### config.mk
export PLATFORM = sky130hd
export DESIGN_NAME = cve2_mem_arbiter_flat
export DESIGN_NICKNAME = d
export VERILOG_FILES = /design/src/rtl/cve2_mem_arbiter_if.sv /design/src/rtl/cve2_mem_arbiter.sv /design/src/flat_wrapper.sv
export SDC_FILE = /design/constraint.sdc
export NUM_CORES = 1
export LEC_CHECK = 0
export ABC_CLOCK_PERIOD_IN_PS = 3730
export CAP_MARGIN = 20
export CORE_AREA = 2 2 110 112
export CTS_CLUSTER_SIZE = 10
export DETAILED_ROUTE_END_ITERATION = 7
export DIE_AREA = 0 0 112 114
export PLACE_DENSITY_LB_ADDON = 0.3
export SYNTH_ARGS = -nofsm -noshare
export SYNTH_HDL_FRONTEND = slang
export SYNTH_SLANG_ARGS = --single-unit
### constraint.sdc
create_clock -name clk_i -period 3.73 [get_ports clk_i]
set_input_delay 0.5595 -clock clk_i [delete_from_list [all_inputs] [get_ports clk_i]]
set_output_delay 0.5595 -clock clk_i [all_outputs]
set_load 0.01 [all_outputs]
### src/rtl/cve2_mem_arbiter_if.sv
// Bundle of the instruction, data and shared-memory ports of cve2_mem_arbiter.
// Signal names keep the arbiter-relative _i/_o suffixes of the flat port list.
interface cve2_mem_arbiter_if;
    logic        instr_req_i;
    logic        instr_gnt_o;
    logic [31:0] instr_addr_i;
    logic        instr_rvalid_o;
    logic [31:0] instr_rdata_o;
    logic        instr_err_o;

    logic        data_req_i;
    logic        data_gnt_o;
    logic        data_we_i;
    logic [3:0]  data_be_i;
    logic [31:0] data_addr_i;
    logic [31:0] data_wdata_i;
    logic        data_rvalid_o;
    logic [31:0] data_rdata_o;
    logic        data_err_o;

    logic        mem_req_o;
    logic        mem_gnt_i;
    logic        mem_we_o;
    logic [3:0]  mem_be_o;
    logic [31:0] mem_addr_o;
    logic [31:0] mem_wdata_o;
    logic        mem_rvalid_i;
    logic [31:0] mem_rdata_i;
    logic        mem_err_i;

    // Arbiter side
    modport slave (
        input  instr_req_i, instr_addr_i,
        input  data_req_i, data_we_i, data_be_i, data_addr_i, data_wdata_i,
        input  mem_gnt_i, mem_rvalid_i, mem_rdata_i, mem_err_i,
        output instr_gnt_o, instr_rvalid_o, instr_rdata_o, instr_err_o,
        output data_gnt_o, data_rvalid_o, data_rdata_o, data_err_o,
        output mem_req_o, mem_we_o, mem_be_o, mem_addr_o, mem_wdata_o
    );

    // Requester / memory environment side
    modport master (
        output instr_req_i, instr_addr_i,
        output data_req_i, data_we_i, data_be_i, data_addr_i, data_wdata_i,
        output mem_gnt_i, mem_rvalid_i, mem_rdata_i, mem_err_i,
        input  instr_gnt_o, instr_rvalid_o, instr_rdata_o, instr_err_o,
        input  data_gnt_o, data_rvalid_o, data_rdata_o, data_err_o,
        input  mem_req_o, mem_we_o, mem_be_o, mem_addr_o, mem_wdata_o
    );
endinterface

### src/rtl/cve2_mem_arbiter.sv
// Two-requester (instruction/data) arbiter onto one memory port, with an
// in-order ID FIFO that steers responses back to the requester that was granted.
module cve2_mem_arbiter #(
    parameter int unsigned MaxOutstanding = 2,
    parameter bit          RoundRobin     = 1'b0
) (
    input  logic                clk_i,
    input  logic                rst_ni,
    cve2_mem_arbiter_if.slave   bus,
    output logic [2:0]          outstanding_o,
    output logic                protocol_err_o
);
    localparam logic       IdInstr = 1'b0;
    localparam logic       IdData  = 1'b1;
    localparam logic [2:0] MaxCnt  = 3'(MaxOutstanding);
    localparam logic [1:0] LastPtr = 2'(MaxOutstanding - 1);

    logic       id_q [4];
    logic [1:0] wptr_q, rptr_q;
    logic [2:0] cnt_q;
    logic       lock_valid_q, lock_id_q;
    logic       prio_q;
    logic       perr_q;

    logic       win_valid, win_id, locked_req;
    logic       mem_req, grant, push, pop, head_id;

    function automatic logic [1:0] ptr_next(input logic [1:0] p);
        return (p == LastPtr) ? 2'd0 : p + 2'd1;
    endfunction

    always_comb begin
        locked_req = lock_id_q ? bus.data_req_i : bus.instr_req_i;
        win_valid  = bus.instr_req_i | bus.data_req_i;
        // A stalled winner stays selected; a lock whose owner dropped req is ignored
        if (lock_valid_q && locked_req)
            win_id = lock_id_q;
        else if (bus.instr_req_i && bus.data_req_i)
            win_id = RoundRobin ? prio_q : IdData;
        else
            win_id = bus.data_req_i;

        mem_req = rst_ni & win_valid & (cnt_q < MaxCnt);
        grant   = mem_req & bus.mem_gnt_i;
        push    = grant;
        pop     = bus.mem_rvalid_i & (cnt_q != 3'd0);
        head_id = id_q[rptr_q];
    end

    assign bus.mem_req_o   = mem_req;
    assign bus.instr_gnt_o = grant & (win_id == IdInstr);
    assign bus.data_gnt_o  = grant & (win_id == IdData);

    always_comb begin
        bus.mem_we_o    = 1'b0;
        bus.mem_be_o    = '0;
        bus.mem_addr_o  = '0;
        bus.mem_wdata_o = '0;
        if (win_valid) begin
            if (win_id == IdData) begin
                bus.mem_we_o    = bus.data_we_i;
                bus.mem_be_o    = bus.data_be_i;
                bus.mem_addr_o  = bus.data_addr_i;
                bus.mem_wdata_o = bus.data_wdata_i;
            end else begin
                bus.mem_be_o    = 4'hF;
                bus.mem_addr_o  = bus.instr_addr_i;
            end
        end
    end

    assign bus.instr_rvalid_o = pop & (head_id == IdInstr);
    assign bus.instr_rdata_o  = bus.instr_rvalid_o ? bus.mem_rdata_i : '0;
    assign bus.instr_err_o    = bus.instr_rvalid_o & bus.mem_err_i;
    assign bus.data_rvalid_o  = pop & (head_id == IdData);
    assign bus.data_rdata_o   = bus.data_rvalid_o ? bus.mem_rdata_i : '0;
    assign bus.data_err_o     = bus.data_rvalid_o & bus.mem_err_i;

    assign outstanding_o  = cnt_q;
    assign protocol_err_o = perr_q;

    always_ff @(posedge clk_i or negedge rst_ni) begin
        if (!rst_ni) begin
            for (int unsigned i = 0; i < 4; i++) id_q[i] <= 1'b0;
            wptr_q       <= '0;
            rptr_q       <= '0;
            cnt_q        <= '0;
            lock_valid_q <= 1'b0;
            lock_id_q    <= 1'b0;
            prio_q       <= IdData;
            perr_q       <= 1'b0;
        end else begin
            if (push) begin
                id_q[wptr_q] <= win_id;
                wptr_q       <= ptr_next(wptr_q);
            end
            if (pop) rptr_q <= ptr_next(rptr_q);
            cnt_q <= cnt_q + {2'b00, push} - {2'b00, pop};

            if (bus.mem_rvalid_i && cnt_q == 3'd0) perr_q <= 1'b1;

            if (mem_req && !bus.mem_gnt_i) begin
                lock_valid_q <= 1'b1;
                lock_id_q    <= win_id;
            end else if (grant || !locked_req) begin
                lock_valid_q <= 1'b0;
            end

            if (RoundRobin && grant) prio_q <= ~win_id;
        end
    end
endmodule

### src/flat_wrapper.sv
// flat-port wrapper written by rule: the top's interface ports become plain ports
module cve2_mem_arbiter_flat 
#(
    parameter int unsigned MaxOutstanding = 2,
    parameter bit          RoundRobin     = 1'b0
)
  (clk_i, rst_ni, outstanding_o, protocol_err_o, bus_instr_req_i, bus_instr_addr_i, bus_data_req_i, bus_data_we_i, bus_data_be_i, bus_data_addr_i, bus_data_wdata_i, bus_mem_gnt_i, bus_mem_rvalid_i, bus_mem_rdata_i, bus_mem_err_i, bus_instr_gnt_o, bus_instr_rvalid_o, bus_instr_rdata_o, bus_instr_err_o, bus_data_gnt_o, bus_data_rvalid_o, bus_data_rdata_o, bus_data_err_o, bus_mem_req_o, bus_mem_we_o, bus_mem_be_o, bus_mem_addr_o, bus_mem_wdata_o);
  cve2_mem_arbiter_if bus_i ();
  input  logic clk_i;
  input  logic rst_ni;
  output logic [2:0] outstanding_o;
  output logic protocol_err_o;
  input wire logic [$bits(bus_i.instr_req_i)-1:0] bus_instr_req_i;
  input wire logic [$bits(bus_i.instr_addr_i)-1:0] bus_instr_addr_i;
  input wire logic [$bits(bus_i.data_req_i)-1:0] bus_data_req_i;
  input wire logic [$bits(bus_i.data_we_i)-1:0] bus_data_we_i;
  input wire logic [$bits(bus_i.data_be_i)-1:0] bus_data_be_i;
  input wire logic [$bits(bus_i.data_addr_i)-1:0] bus_data_addr_i;
  input wire logic [$bits(bus_i.data_wdata_i)-1:0] bus_data_wdata_i;
  input wire logic [$bits(bus_i.mem_gnt_i)-1:0] bus_mem_gnt_i;
  input wire logic [$bits(bus_i.mem_rvalid_i)-1:0] bus_mem_rvalid_i;
  input wire logic [$bits(bus_i.mem_rdata_i)-1:0] bus_mem_rdata_i;
  input wire logic [$bits(bus_i.mem_err_i)-1:0] bus_mem_err_i;
  output wire logic [$bits(bus_i.instr_gnt_o)-1:0] bus_instr_gnt_o;
  output wire logic [$bits(bus_i.instr_rvalid_o)-1:0] bus_instr_rvalid_o;
  output wire logic [$bits(bus_i.instr_rdata_o)-1:0] bus_instr_rdata_o;
  output wire logic [$bits(bus_i.instr_err_o)-1:0] bus_instr_err_o;
  output wire logic [$bits(bus_i.data_gnt_o)-1:0] bus_data_gnt_o;
  output wire logic [$bits(bus_i.data_rvalid_o)-1:0] bus_data_rvalid_o;
  output wire logic [$bits(bus_i.data_rdata_o)-1:0] bus_data_rdata_o;
  output wire logic [$bits(bus_i.data_err_o)-1:0] bus_data_err_o;
  output wire logic [$bits(bus_i.mem_req_o)-1:0] bus_mem_req_o;
  output wire logic [$bits(bus_i.mem_we_o)-1:0] bus_mem_we_o;
  output wire logic [$bits(bus_i.mem_be_o)-1:0] bus_mem_be_o;
  output wire logic [$bits(bus_i.mem_addr_o)-1:0] bus_mem_addr_o;
  output wire logic [$bits(bus_i.mem_wdata_o)-1:0] bus_mem_wdata_o;
  assign bus_i.instr_req_i = bus_instr_req_i;
  assign bus_i.instr_addr_i = bus_instr_addr_i;
  assign bus_i.data_req_i = bus_data_req_i;
  assign bus_i.data_we_i = bus_data_we_i;
  assign bus_i.data_be_i = bus_data_be_i;
  assign bus_i.data_addr_i = bus_data_addr_i;
  assign bus_i.data_wdata_i = bus_data_wdata_i;
  assign bus_i.mem_gnt_i = bus_mem_gnt_i;
  assign bus_i.mem_rvalid_i = bus_mem_rvalid_i;
  assign bus_i.mem_rdata_i = bus_mem_rdata_i;
  assign bus_i.mem_err_i = bus_mem_err_i;
  assign bus_instr_gnt_o = bus_i.instr_gnt_o;
  assign bus_instr_rvalid_o = bus_i.instr_rvalid_o;
  assign bus_instr_rdata_o = bus_i.instr_rdata_o;
  assign bus_instr_err_o = bus_i.instr_err_o;
  assign bus_data_gnt_o = bus_i.data_gnt_o;
  assign bus_data_rvalid_o = bus_i.data_rvalid_o;
  assign bus_data_rdata_o = bus_i.data_rdata_o;
  assign bus_data_err_o = bus_i.data_err_o;
  assign bus_mem_req_o = bus_i.mem_req_o;
  assign bus_mem_we_o = bus_i.mem_we_o;
  assign bus_mem_be_o = bus_i.mem_be_o;
  assign bus_mem_addr_o = bus_i.mem_addr_o;
  assign bus_mem_wdata_o = bus_i.mem_wdata_o;
  cve2_mem_arbiter #(.MaxOutstanding(MaxOutstanding), .RoundRobin(RoundRobin)) u_core (.clk_i(clk_i), .rst_ni(rst_ni), .bus(bus_i), .outstanding_o(outstanding_o), .protocol_err_o(protocol_err_o));
endmodule
* Word-level counts from Yosys, hierarchy flattened
Index checks and enable logic that the tools add are counted.
** Cells by class
- Add/subtract/negate cells :: 4
- Magnitude comparators :: 4
- Equality and inequality tests :: 2
- Multiplexer cells :: 23
- Bitwise gates (word level) :: 15
- Reduce and logical (&&, ||, !) cells :: 11
** Operators by type and width (number)
- 32-bit 2-to-1 mux :: 6
- 1-bit AND :: 10
- 1-bit 2-to-1 mux :: 10
- 4-bit 2-to-1 mux :: 2
- 3-bit greater-or-equal comparator (second input constant) :: 2
- 2-bit inverter with 3-bit output :: 2
- 1-bit logical AND :: 5
- 2-bit by 1-bit adder with 2-bit output (second input constant) :: 2
- 4-bit bitwise mux :: 1
- 2-bit by 1-bit == test with 1-bit output (second input constant) :: 2
- 2-bit 2-to-1 mux :: 2
- 3-bit by 1-bit adder with 3-bit output :: 1
- 3-bit zero test :: 1
- 3-bit by 1-bit less-than comparator with 1-bit output (second input constant) :: 1
- 3-bit by 2-bit less-than comparator with 1-bit output (second input constant) :: 1
- 3-bit nonzero test :: 1
- 3-bit by 1-bit subtractor with 3-bit output :: 1
- 1-bit binary-select mux with 2-bit select :: 1
- 1-bit demux with 2-bit select :: 1
- 1-bit zero test :: 2
- 1-bit inverter :: 2
- 2-bit nonzero test :: 1
- 1-bit logical OR :: 1
- 1-bit bitwise OR :: 1
** Word-level totals
- Register bits :: 14

* Logic depth before layout (Yosys ltp)
Gate-level depths: netlist of the first run.
- Depth after elaboration :: 7
- Mapped depth :: 10

* Worst setup path before layout of the first run
OpenSTA, ideal clock, no wires.
- Path type :: flip-flop to flip-flop
- Start :: reg u_core.cnt_q[1] (netlist: u_core.outstanding_o[1])
- End :: reg u_core.cnt_q[2] (netlist: u_core.outstanding_o[2])
- Library setup time :: 0.122 ns
- Arrival :: 2.043 ns
- Setup slack :: 1.565 ns
- Stages on the path, launching flop included :: 11
- Path buffers :: 2
- Cell sequence :: dfrtp_1 > nor3_1 > nor2b_1 > clkbuf_1 > buf_2 > ha_1 > inv_1 > ha_1 > inv_1 > fa_1 > xor2_1
** On the way
- Elaborated cells between the ends (all ways) :: 7
- Classes of those cells :: add/sub: 2; order compare: 1; bitwise: 3; reduce/logical: 1
** RTL lines
- start, declared :: line cve2_mem_arbiter.sv:20 : logic [2:0] cnt_q;
- start signal, assigned :: line cve2_mem_arbiter.sv:98 : cnt_q <= cnt_q + {2'b00, push} - {2'b00, pop};
- 3-bit nonzero test :: line cve2_mem_arbiter.sv:46 : pop = bus.mem_rvalid_i & (cnt_q != 3'd0);
- 1-bit AND :: line cve2_mem_arbiter.sv:46
- net u_core.pop :: line cve2_mem_arbiter.sv:26 : logic mem_req, grant, push, pop, head_id;
- 3-bit by 1-bit subtractor with 3-bit output :: line cve2_mem_arbiter.sv:98
The timed path passes the listed nets, and every way through them passes these cells.
A chain may end at the register's enable or synchronous reset.

* Final worst setup path of the first run
- Start :: in bus_instr_req_i
- End :: out bus_data_gnt_o
** On the way
- Cells in the longest elaborated chain, start to end :: 5
- Elaborated cells between the ends (all ways) :: 10
- Classes of those cells :: mux: 3; bitwise: 5; reduce/logical: 2
** RTL lines
- start, declared :: line flat_wrapper.sv:13 : input wire logic [$bits(bus_i.instr_req_i)-1:0] bus_instr_req_i;
- 1-bit bitwise OR :: line cve2_mem_arbiter.sv:34 : win_valid = bus.instr_req_i | bus.data_req_i;
- 1-bit AND (2 in series) :: line cve2_mem_arbiter.sv:43 : mem_req = rst_ni & win_valid & (cnt_q < MaxCnt);
- 1-bit AND :: line cve2_mem_arbiter.sv:44 : grant = mem_req & bus.mem_gnt_i;
- 1-bit AND (*) :: line cve2_mem_arbiter.sv:52 : assign bus.data_gnt_o = grant & (win_id == IdData);
- end, declared :: line flat_wrapper.sv:28 : output wire logic [$bits(bus_i.data_gnt_o)-1:0] bus_data_gnt_o;
Every way passes the cells marked *; elsewhere a longest branch is shown, timed or not.

==> impl_metrics.ini, run 1 <==
[clocking]
postCtsSetupBuffers = 0
numCtsBuffers = 3
path_clk_slew_ns = 0.05
cts_resized = 0
clkLatencyLatePin_ns = 0.24
cts-hold-fix-buffers = 0
clock_sinks = 14
cts-htree-levels = 1
cts_root_buf = clkbuf_16
cts_tree = yes
clk_path_buf_depth = 2

[worst_setup_path]
crit_path_end_kind = output port
r2r-start = u_core.outstanding_o[1]
reg2reg_depth = 9
r2r_slack_ns = 1.28
worstPathRequired_ns = 3.17
crit_chain = clkdlybuf4s50_1 -> buf_4 -> nand3b_1 -> buf_4 -> nand2_1 -> nor2_1 -> clkdlybuf4s50_1
cp_slowest_cell = clkdlybuf4s50_1
r2r-end = u_core.outstanding_o[2]
worstSetupPathType = primary input to output port
critPathMaxStageDelay_ns = 0.54
cp_max_fo = 37
worstPathArrival_ns = 2.57
worstSetupStartpointType = primary input

[synth]
synth-main-ff-cell = dfrtp_1
synthCells = 335
synth_area_leaders = and3_1 (27%), nand3_1 (22%), dfrtp_1 (16%), nand2_1 (5.6%), buf_2 (3.4%)
syn_avg_cell_area_sq_um = 6.60
synth_nets = 479
syn_area_sq_um = 2210
yosys.area.top_type = and3_1
synth_seq_cells = 14
ys_seq_area_share_pct = 15.8
yosysUniqueCellTypes = 35
async_flop_share_pct = 100
synth_edf_count = 0
synth_top_area_share_pct = 26.9
yosysWarningCount = 0

[final_layout]
diodes = 0
fill_cells = 1150
drive_gt1_share_pct = 5.09
area_growth_syn_to_layout_pct = 135
multi_input_area_sq_um = 1630
seqCellArea_sq_um = 350
nets = 734

[route]
num_vias = 3526
finalWirelength_microns = 12100
antenna_left = 0
drt_iter0_drc = 298
firstDrtPassIters = 4
via_per_inst = 4.79
drc = 0
wl_per_cell_microns = 16.4

[hold_path]
hold_depth = 1
min_to = u_core.protocol_err_o
hp-start = u_core.protocol_err_o
hold_path.class = flip-flop to flip-flop

[floorplan]
die_y_microns = 114
dieWidth_microns = 112
rows = 40
die_area_sq_um = 12800
io-pin-count = 284
start_util_pct = 18.9
core-area_sq_um = 11700

[timing]
whs_ns = 0.483
final-max-slew-violation-count = 0
fmax_ghz = 0.320
rsz0062_at_grt = no
setup_violations = 0
max_slew_margin_pct = 47.4
clock-skew-final_ns = 0.000821
hold_viol = 0
period_minus_slack_ns = 3.13
worst_pin_slew_ns = 0.773
period_share_pct = 83.9
setup_tns_ns = 0

[grt]
overflow = 0
grt_pass1_wl_microns = 18000
grt_pass1_vias = 3487
grt_start_max_net_pins = 62
track_usage_pct = 17.3
antenna_found_initial = 0

[power_and_ir_drop]
power_density_nw_per_um2 = 377
ir_worst_vdd_mv = 0.220
p_leak_uw = 0.00232

[placement]
port_buffers = 283
dp_hpwl_microns = 9600
gp_congestion = 0.855

[flow_run]
drv_cap = 0

[status]
status = finished clean
-- synth_stat cells (2+ instances only) --
cell,instances
and2_1,3
and3_1,95
and3_2,4
buf_1,4
buf_2,15
buf_6,3
clkbuf_1,17
clkbuf_2,3
dfrtp_1,14
ha_1,3
inv_1,7
mux2_2,5
mux2i_1,2
nand2_1,33
nand3_1,98
nor2_1,2
nor2b_1,2
nor3_1,2
nor3b_1,2
o21ai_0,2
o22a_1,4
xor2_1,2
-- critical path, delay by kind of cell --
family	cells	cell delay (ns)
buffers and inverters	4	1.52
AND/OR/NAND/NOR	3	0.49
-- through the flow --
step                      instances  area [sq um]  setup slack (ns)  utilization [%]  total power (uW)
final                           736          5210             0.601             44.5              1960
after global routing            736          5210             0.445             44.5              2100
after CTS                       736          5210             0.557             44.5              1980
after detailed placement        732          5120             0.574             43.7              1740
after global placement          732          5120             0.613             43.7              1730
after floorplan                 335          2210              1.57                -               975
-- logic make-up (layout without fill, tap and decap cells) --
family | after synthesis | count (layout) | synth area share [%]
AO/OA/AOI/OAI | 12 | 12 | 5.09
AND/OR/NAND/NOR | 243 | 243 | 59.6
XOR/XNOR | 3 | 3 | 1.19
adder cells (fa/ha/maj) | 4 | 4 | 2.60
buffers and inverters | 50 | 304 | 10.5
multiplexers | 9 | 9 | 5.15
flip-flops | 14 | 14 | 15.8
-- power by group --
part           internal [uW]  leakage, uW  total, uW  switching [uW]
Clock                    162    0.0000442        225            62.4
Sequential               206     0.000175        261            55.0
Combinational            821      0.00210       1480             654
-- sequential cells by signal, indices dropped and copies added, names as in the netlist --
register	count
u_core.id_q	4
u_core.outstanding_o	3
u_core.rptr_q	2
u_core.wptr_q	2
u_core.lock_id_q	1
u_core.lock_valid_q	1
u_core.protocol_err_o	1
-- worst max-delay path by stage --
| stage | slack, ns | end | depth (start not counted) | from |
|---|---|---|---|---|
| 2_1_floorplan | 1.57 | u_core.outstanding_o[2] | 10 | u_core.outstanding_o[1] |
| 3_3_place_gp | 0.61 | bus_mem_be_o[1] | 7 | bus_instr_req_i |
| 3_5_place_dp | 0.57 | bus_data_gnt_o | 7 | bus_instr_req_i |
| 4_1_cts | 0.56 | bus_data_gnt_o | 7 | bus_instr_req_i |
| 5_1_grt | 0.45 | bus_data_gnt_o | 7 | bus_instr_req_i |
| 6_report | 0.60 | bus_data_gnt_o | 7 | bus_instr_req_i |
-- area by class of cell --
class,count,area share (%)
Tap cell,147,3.53
Clock buffer,4,1.71
Timing Repair Buffer,292,56.1
Inverter,8,0.577
Sequential cell,14,6.73
Multi-Input combinational cell,271,31.4
-- cell usage in the layout (no fill, tap or decap), drive strengths merged --
cell type,instances
nor3b,2
buf,10
fa,1
o21ai,2
mux2,6
inv,8
mux2i,3
a21boi,2
dfrtp,14
xnor2,1
and3b,1
clkdlybuf4s50,282
clkbuf,4
ha,3
o22a,4
xor2,2
o211ai,1
a21o,1
nand3,98
and3,99
and2,3
o2111ai,1
nand2,33
nor3,2
nor2,2
o31ai,1
nand3b,1
nor2b,2
-- metal layers --
| metal | vias up | global-route usage [%] | routed length (microns) | part of all wire [%] |
|---|---|---|---|---|
| met5 | - | 0 | 0 | 0 |
| met4 | 0 | 4.96 | 231 | 1.9 |
| met3 | 14 | 4.30 | 1270 | 11 |
| met2 | 195 | 32.6 | 6180 | 51 |
| met1 | 1610 | 19.4 | 4370 | 36 |
| li1 | 1707 | - | - | - |
No activity file was read; power rests on OpenSTA's default activity.
==> inputs of run 2 (changes only) <==
--- a/config.mk
+++ b/config.mk
@@ -5,12 +5,12 @@
 export SDC_FILE = /design/constraint.sdc
 export NUM_CORES = 1
 export LEC_CHECK = 0
-export ABC_CLOCK_PERIOD_IN_PS = 3730
+export ABC_CLOCK_PERIOD_IN_PS = 2800
 export CAP_MARGIN = 20
-export CORE_AREA = 2 2 110 112
+export CORE_AREA = 2 2 112 114
 export CTS_CLUSTER_SIZE = 10
 export DETAILED_ROUTE_END_ITERATION = 7
-export DIE_AREA = 0 0 112 114
+export DIE_AREA = 0 0 114 116
 export PLACE_DENSITY_LB_ADDON = 0.3
 export SYNTH_ARGS = -nofsm -noshare
 export SYNTH_HDL_FRONTEND = slang
==> constraint.sdc (replaced) <==
create_clock -name clk_i -period 2.8 [get_ports clk_i]
set_input_delay 0.42 -clock clk_i [delete_from_list [all_inputs] [get_ports clk_i]]
set_output_delay 0.42 -clock clk_i [all_outputs]
set_load 0.01 [all_outputs]
==> run 2 against run 1 <==
Compared with the run above: via count decreased by 1.9%; worst setup slack got worse by 0.45 ns; clock power increased by 17%; flip-flop and latch count unchanged; register-to-register slack got worse by 0.69 ns; die area increased by 3.6%; first-iteration DRC count decreased by 27%; design area increased by 1.0%; sequential power increased by 32%; combinational power increased by 36%; critical path type is now flip-flop to output port.
==> impl_metrics.ini, run 2 (synthesis results as in run 1) <==
[status]
status = finished clean

[placement]
dp_hpwl_microns = 8970
dpl_cell_area_sq_um = 5160
dp_slack_ns = 0.113
dp_cells = 732
port_buffers = 283
gp_congestion = 0.764

[route]
wl_per_cell_microns = 15.8
drt_iter0_drc = 219
finalWirelength_microns = 11600
drc = 0
via_per_inst = 4.70
antenna_left = 0
num_vias = 3458
firstDrtPassIters = 4

[clocking]
path_clk_slew_ns = 0.04
numCtsBuffers = 3
clock_sinks = 14
cts-hold-fix-buffers = 0
clk_path_buf_depth = 2
cts-htree-levels = 1
cts_root_buf = clkbuf_16
postCtsSetupBuffers = 0
clkLatencyLatePin_ns = 0.24
cts_tree = yes

[final_layout]
seqCellArea_sq_um = 350
area_growth_syn_to_layout_pct = 138
drive_gt1_share_pct = 5.26
multi_input_area_sq_um = 1640
fill_cells = 1174
largest_reg_flops = 4
final_cell_area_sq_um = 5260
final_common_cell = clkdlybuf4s50_1
nets = 735
stdcell_count = 736
final_cell_mix = clkdlybuf4s50_1 (281), nand3_1 (98), and3_1 (95)
top_register = u_core.id_q
diodes = 0

[timing]
setup_violations = 0
final-max-slew-violation-count = 0
clock-skew-final_ns = 0.00295
period_minus_slack_ns = 2.65
fmax_ghz = 0.377
worst_pin_slew_ns = 0.325
max_slew_margin_pct = 77.7
fin_ws_ns = 0.148
hold_viol = 0
rsz0062_at_grt = no
setup_tns_ns = 0
period_share_pct = 94.7

[power_and_ir_drop]
power_density_nw_per_um2 = 497
power_uw = 2610
ir_worst_vdd_mv = 0.318
p_leak_uw = 0.00235

[worst_setup_path]
worstPathRequired_ns = 2.38
worstSetupPathType = flip-flop to output port
cp_max_fo = 34
worstPathArrival_ns = 2.23
worstSetupStartpointType = flip-flop
crit_path_end_kind = output port
reg2reg_depth = 9

[floorplan]
rows = 40
io-pin-count = 284
dieWidth_microns = 114
die_area_sq_um = 13200
die_y_microns = 116
core-area_sq_um = 11900
start_util_pct = 18.6

[flow_run]
drv_cap = 0

[grt]
grt_pass1_wl_microns = 16700
overflow = 0
grt_start_max_net_pins = 90
antenna_found_initial = 0
track_usage_pct = 15.5
grt_pass1_vias = 3237

[hold_path]
hold_path.class = primary input to async pin
run 2: critical path: stages, from the launching register on:
cell             delay (ns)
dfrtp_1                0.40
mux2i_1                0.36
mux2_4                 0.41
and3_1                 0.26
clkdlybuf4s50_1        0.55
run 2: layout make-up:
class,count,area share [%]
Inverter,8,0.571
Timing Repair Buffer,293,56.8
Sequential cell,14,6.66
Tap cell,147,3.50
Clock buffer,3,1.43
Multi-Input combinational cell,271,31.1
run 2: layer usage:
metal / vias to the layer above / wire length, microns / share of wire (%) / GRT usage [%]
met4: 0 / 223 / 1.9 / 4.88
met1: 1546 / 4570 / 39 / 17.7
met2: 187 / 5690 / 49 / 28.1
li1: 1707 / - / - / -
met5: - / 0 / 0 / 0
met3: 18 / 1140 / 9.8 / 4.18
run 2: final timing paths:
path	startpoint	to	slack, ns
max in group asynchronous	rst_ni	u_core.outstanding_o[2]	1.92
min	rst_ni	u_core.lock_valid_q	0.42
min in group clk_i	u_core.protocol_err_o	u_core.protocol_err_o	0.46
min reg2reg	u_core.protocol_err_o	u_core.protocol_err_o	0.46
max reg2reg	u_core.outstanding_o[1]	u_core.outstanding_o[2]	0.59
max	u_core.rptr_q[1]	bus_instr_rdata_o[20]	0.15
run 2: repair_timing:
action | CTS | global route
hold endpoints to repair | 0 | 0
setup endpoints to repair | 0 | 9
gates resized for setup | 0 | 2
run 2: where the power goes:
part / internal [uW] / switching [uW]
logic: 1120 / 882
registers: 275 / 70.8
clock network: 186 / 76.4
run 2: metrics by stage:
step           hold slack (ns)  util [%]
6_report                 0.424      44.2
2_1_floorplan            0.124         -
4_1_cts                  0.425      43.9
5_1_grt                  0.443      44.2
3_5_place_dp             0.456      43.3
3_3_place_gp             0.444      43.3
